===== src/rtl/vending_machine_basic.sv =====
// vending_machine_basic: 15-cent single-product coin vending controller
module vending_machine_basic (
  input  logic       clk,
  input  logic       sync_reset,
  input  logic [1:0] coin,
  output logic       can,
  output logic [4:0] change,
  output logic [4:0] credit
);
  typedef enum logic [1:0] {S0 = 2'd0, S5 = 2'd1, S10 = 2'd2} state_t;
  state_t state, state_nx;
  logic [5:0] value, cur, sum;
  logic       can_nx;
  logic [4:0] change_nx;
  // state and vend outputs update on each edge; reset discards credit and any pending vend
  always_ff @(posedge clk) begin
    if (!sync_reset) begin
      state  <= S0;
      can    <= 1'b0;
      change <= 5'd0;
    end else begin
      state  <= state_nx;
      can    <= can_nx;
      change <= change_nx;
    end
  end
  // add the coin to the held credit and vend once the price is reached
  always_comb begin
    value     = coin == 2'b01 ? 6'd5 : coin == 2'b10 ? 6'd10 : coin == 2'b11 ? 6'd25 : 6'd0;
    cur       = state == S5 ? 6'd5 : state == S10 ? 6'd10 : 6'd0;
    sum       = cur + value;
    can_nx    = sum >= 6'd15;
    change_nx = can_nx ? 5'(sum - 6'd15) : 5'd0;
    state_nx  = can_nx ? S0 : sum == 6'd5 ? S5 : sum == 6'd10 ? S10 : S0;
  end
  assign credit = cur[4:0];
endmodule


===== config.mk =====
export PLATFORM = sky130hd
export DESIGN_NAME = vending_machine_basic
export DESIGN_NICKNAME = d
export VERILOG_FILES = /design/src/rtl/vending_machine_basic.sv
export SDC_FILE = /design/constraint.sdc
export NUM_CORES = 1
export LEC_CHECK = 0
export BUFFER_PORTS_ARGS = -buffer_cell sky130_fd_sc_hd__buf_2
export CAP_MARGIN = 0
export CELL_PAD_IN_SITES_DETAIL_PLACEMENT = 1
export CELL_PAD_IN_SITES_GLOBAL_PLACEMENT = 1
export CORE_MARGIN = 2
export CORE_UTILIZATION = 33
export DETAILED_ROUTE_END_ITERATION = 10
export PLACE_DENSITY_LB_ADDON = 0.08
export SETUP_SLACK_MARGIN = 0.4
export SLEW_MARGIN = 30
export SYNTH_ARGS = -nofsm -noshare
export SYNTH_HDL_FRONTEND = slang
export SYNTH_SLANG_ARGS = --single-unit

===== constraint.sdc =====
create_clock -name clk -period 2.51 [get_ports clk]
set_clock_uncertainty 0.2 [all_clocks]
set_input_delay 0.1255 -clock clk [delete_from_list [all_inputs] [get_ports clk]]
set_output_delay 0.1255 -clock clk [all_outputs]
set_load 0.05 [all_outputs]

; ---- Word-level counts from Yosys, hierarchy flattened
; Cells that the tools add are included.
[op_classes]
muxes = 7
addsub = 2
order_cmp = 1
reduce_logical = 3
bitwise = 1
n_eq_ne = 7
[ops]
columns = cell, count
row1 = $mux 5, 3
row2 = $mux 4, 2
row3 = $add 4x5->6, 1
row4 = $eq 2x2->1 const B, 3
row5 = $eq 6x3->1 const B, 1
row6 = $eq 6x4->1 const B, 1
row7 = $ge 6x4->1 const B, 1
row8 = $sub 5x4->5 const B, 1
row9 = $eq 2x1->1 const B, 2
row10 = $reduce_or 3->1, 1
row11 = $mux 2, 1
row12 = $reduce_and 2->1, 1
row13 = $reduce_or 2->1, 1
row14 = $mux 1, 1
row15 = $not 1->1, 1
[word_totals]
regBits = 8
in_bits = 4
elab_cells = 25
output_inout_bits = 11

; ---- Depth between registers and ports, before layout
[depth]
ltp_word = 8
ltp_mapped = 9
mapped_depth_nobuf = 9

; ---- Worst setup path after synthesis
; Ideal clock, no wire load.
[synth_timing]
kind = reg-to-reg
start = register state[0]
end = register state[0]
setup_time_ps = 60
arrival_time_ps = 2954
path_stages_with_launch = 10
path_slack_ps = -704
n_path_buf = 0
period_less_slack_ps = 3214
path_cell_list = dfxtp_1 nor2b_1 ha_1 inv_1 fa_1 inv_1 ha_1 and3_1 a211oi_4 and3_1
[synth_between]
elab_cells_between_ends = 9
[synth_rtl]
columns = item, line
row1 = "start, declared", 11  ; state_t state, state_nx;
row2 = "start signal, assigned", 22  ; state <= state_nx;
row3 = $eq 2x1->1 *, 30  ; cur = state == S5 ? 6'd5 : state == S10 ? 6'd10 : 6'd0;
row4 = $mux 4 *, 30
row5 = via credit[0], 8  ; output logic [4:0] credit
row6 = $add 4x5->6 *, 31  ; sum = cur + value;
row7 = $ge 6x4->1 or $eq 6x3->1 (tied branches), "32, 34"
row8 = $reduce_or 2->1 (no source line) or $mux 1 (tied branches), --
; The timed path passes the listed nets; every way through them passes the cells marked *.
; A chain may end at the register's enable or synchronous reset.

; ---- Final worst setup path
[layout_timing]
start = register state[0]
end = register change[2]
[layout_between]
elab_chain_len = 6
elab_cells_between_ends = 8
[layout_rtl]
columns = item, line
row1 = $eq 2x2->1, 30
row2 = $mux 4, 30
row3 = $mux 4 *, 30
row4 = $add 4x5->6 *, 31
row5 = $ge 6x4->1, 32  ; can_nx = sum >= 6'd15;
row6 = $reduce_and 2->1 (no source line), --
row7 = "end signal, assigned", 24  ; change <= change_nx;
row8 = "end, declared", 7  ; output logic [4:0] change,
; Mark *: on every way between the ends. The rest lies on a longest branch, timed or not.

==> key figures <==
CTS
  • Clock slew at reported path FFs: 60 ps
  • Clock buffer depth: 2
  • TritonCTS clock tree: built
  • CTS Buf Count: 3
  • H-tree depth: 1
  • Worst-Skew Late Latency: 260 ps
  • Clock sink count: 8
  • Root Buffer: clkbuf_4

Global route
  • Largest net degree at the start of global routing: 10
  • First-pass GRT wire length: 2.26 mm
  • Overall routing resource usage: 0.160
  • Initial antenna violation count: 0
  • Number of global-route vias before repair: 505
  • GR Overflow Total: 0

Synthesis
  • Synth Flop Type: dfxtp_1
  • Mapped Nets: 75
  • Synthesized area: 568 µm²
  • Top cells by area, synth: dfxtp_1 (28%), ha_1 (18%), fa_1 (7.0%)
  • Synth Instances: 61
  • Sequential share of the synthesized area: 0.282
  • Synth top area share: 0.282
  • Count of cell types in the netlist: 26
  • Syn_area_per_cell: 9.31 µm²
  • Seq cells post-synth: 8
  • Synthesis Warnings: 0
  • Post-synth top area cell: dfxtp_1
  • Synth async-reset ratio: 0
  • Commonest cells post-synth: dfxtp_1 (8), ha_1 (8), inv_1 (5)
  • Post-synth EDFFs: 0

Cells and area
  • # fillers: 182
  • Multi-input gate area: 467 µm²
  • Ant diodes: 0
  • FF/Latch Area: 163 µm²
  • Share of layout cells above drive strength 1: 0.557
  • Area Growth Syn to Fin: 55.9%
  • Final nets: between 100 and 150

Route
  • Initial DRC count: 6
  • Via Count: 519
  • First-pass detailed-route iteration total: 4
  • Vias per inst: 4.99
  • Post-route DRC violation count: 0
  • Routed Antenna Nets: 0
  • Wire length per cell: about 17 µm
  • Total Wirelength: approximately 1.8 mm

Floorplan
  • Die area: just over 0.002 mm²
  • Core Region: 0.00156 mm²
  • DIE HEIGHT: 45.5 µm
  • I/O pin count: 15
  • Die Span X: 45.5 µm
  • Initial Util: 0.364
  • Placement row count: 14

Timing
  • Fmax: about 0.42 GHz
  • Period utilization: 0.954
  • Setup TNS: 0 ps
  • RSZ-0062 raised after global routing: yes
  • Crit path time final: 2390 ps
  • Fin. Hold Viols: 0
  • Fin. max-slew vios: 0
  • Setup violations, final: 0

Setup path
  • Max Fanout on Critical Path: 4
  • CP startpoint: state[0]
  • CP endpoint kind: register
  • Setup crit end: change[2]
  • Crit start category: register
  • Critical Path Max Stage Delay: 550 ps
  • Reg-to-Reg Start: state[0]
  • Worst r2r dst: change[2]
  • Worst path required time: 2470 ps
  • Slowest cell on crit path: fa_2
  • R2r setup slk: ~120 ps
  • Worst-path cell chain: nor2b_4 > ha_4 > inv_2 > fa_2 > inv_2 > ha_4 > and3_4 > a211oi_4 > buf_6 > nor2_1
  • Critical path class: register to register
  • Worst reg2reg path depth: 10
  • Worst path arrival time: 2350 ps

Power and ir drop
  • LEAKAGE: roughly 0.44 nW
  • Maximum vdd drop: about 0.21 mV
  • Final Power: 0.000338 W
  • PwrDens: 382 mW/mm²

Placement
  • Detailed placement HPWL: about 950 µm
  • # port buffers: 13
  • GPL Wtd Cong: 0.708

Hold path
  • Min-delay src: coin[0]
  • Worst hold path type: input port to register

Job
  • Maxcap violations: 0

Outcome
  • Status: finished, final reports clean
==> sequential cells by signal, summed over array words and instances, names as in the netlist <==
register,cells
can,1
change,5
state,2
==> power by group <==
group          switching, W  leakage (nW)  total [W]  internal (W)
Clock             0.0000498        0.0138   0.000105     0.0000551
Combinational     0.0000592         0.362   0.000101     0.0000418
Sequential       0.00000127        0.0660   0.000132      0.000131
Total              0.000110         0.442   0.000338      0.000228
==> critical path, delay by kind of cell, from the launching register on <==
family | cells | cell delay [ps]
fa+ha+maj | 3 | 860
simple gates | 3 | 390
flops | 1 | 330
buf+inv | 3 | 270
compound gates | 1 | 240
==> stage by stage <==
stage                     cells  setup slack, ps  hold WS [ps]  area, µm²   util
after CTS                    99              176          76.2        795  0.510
after detailed placement     86              104           223        684  0.439
final                       104              115          92.7        886  0.568
after floorplan              61            -51.2          39.3        622      -
after global placement       86              126           232        684  0.439
after global routing        104             49.7          96.2        886  0.568
==> area by class of cell <==
| cell class | count | area share |
|---|---|---|
| Clock buffer | 3 | 0.0254 |
| Sequential cell | 8 | 0.184 |
| Tap cell | 16 | 0.0226 |
| Inverter | 5 | 0.0212 |
| Multi-Input combinational cell | 43 | 0.527 |
| Timing Repair Buffer | 29 | 0.220 |
==> cell families after synthesis <==
group                      share of synthesized area
AOI/OAI and AO/OA                             0.0903
xor gates and xnor gates                      0.0463
adders and majority gates                      0.247
buffers and inverters                         0.0859
DFF                                            0.282
other                                        0.00660
and+or+nand+nor                                0.242
==> worst min path at each step <==
stage	end	slack (ps)	cells after the start
floorplan	change[1]	40	2
global placement	change[1]	230	3
detailed placement	change[1]	220	3
CTS	change[0]	80	3
global route	change[0]	100	3
finish	change[0]	90	3
==> layout by cell type (no fill, tap or decap), types with 2 or more instances in the layout <==
| cell | instances |
|---|---|
| a21oi_1 | 2 |
| and3b_1 | 2 |
| buf_2 | 13 |
| buf_4 | 13 |
| buf_6 | 2 |
| clkbuf_4 | 3 |
| dfxtp_1 | 6 |
| dfxtp_2 | 2 |
| ha_1 | 4 |
| ha_4 | 4 |
| inv_1 | 2 |
| inv_2 | 3 |
| nand2_1 | 3 |
| nand4_1 | 2 |
| nor2_1 | 2 |
| nor2b_1 | 2 |
| nor2b_4 | 2 |
| xor2_1 | 2 |
==> per-layer routing <==
metal	track usage	up-vias	share of wire
met5	0	-	0
met2	0.254	14	0.51
met3	0.0873	2	0.046
met4	0.0471	0	0.010
met1	0.184	250	0.44
li1	-	253	-
==> what timing repair did <==
item	CTS	global route
setup endpoints to repair	8	8
hold buffers	1	0
buffers inserted	9	5
pin swaps	5	4
cloned	0	0
resized for setup	4	8
endpoints found under the hold margin	6	0
Power figures use the tool's default switching activity.
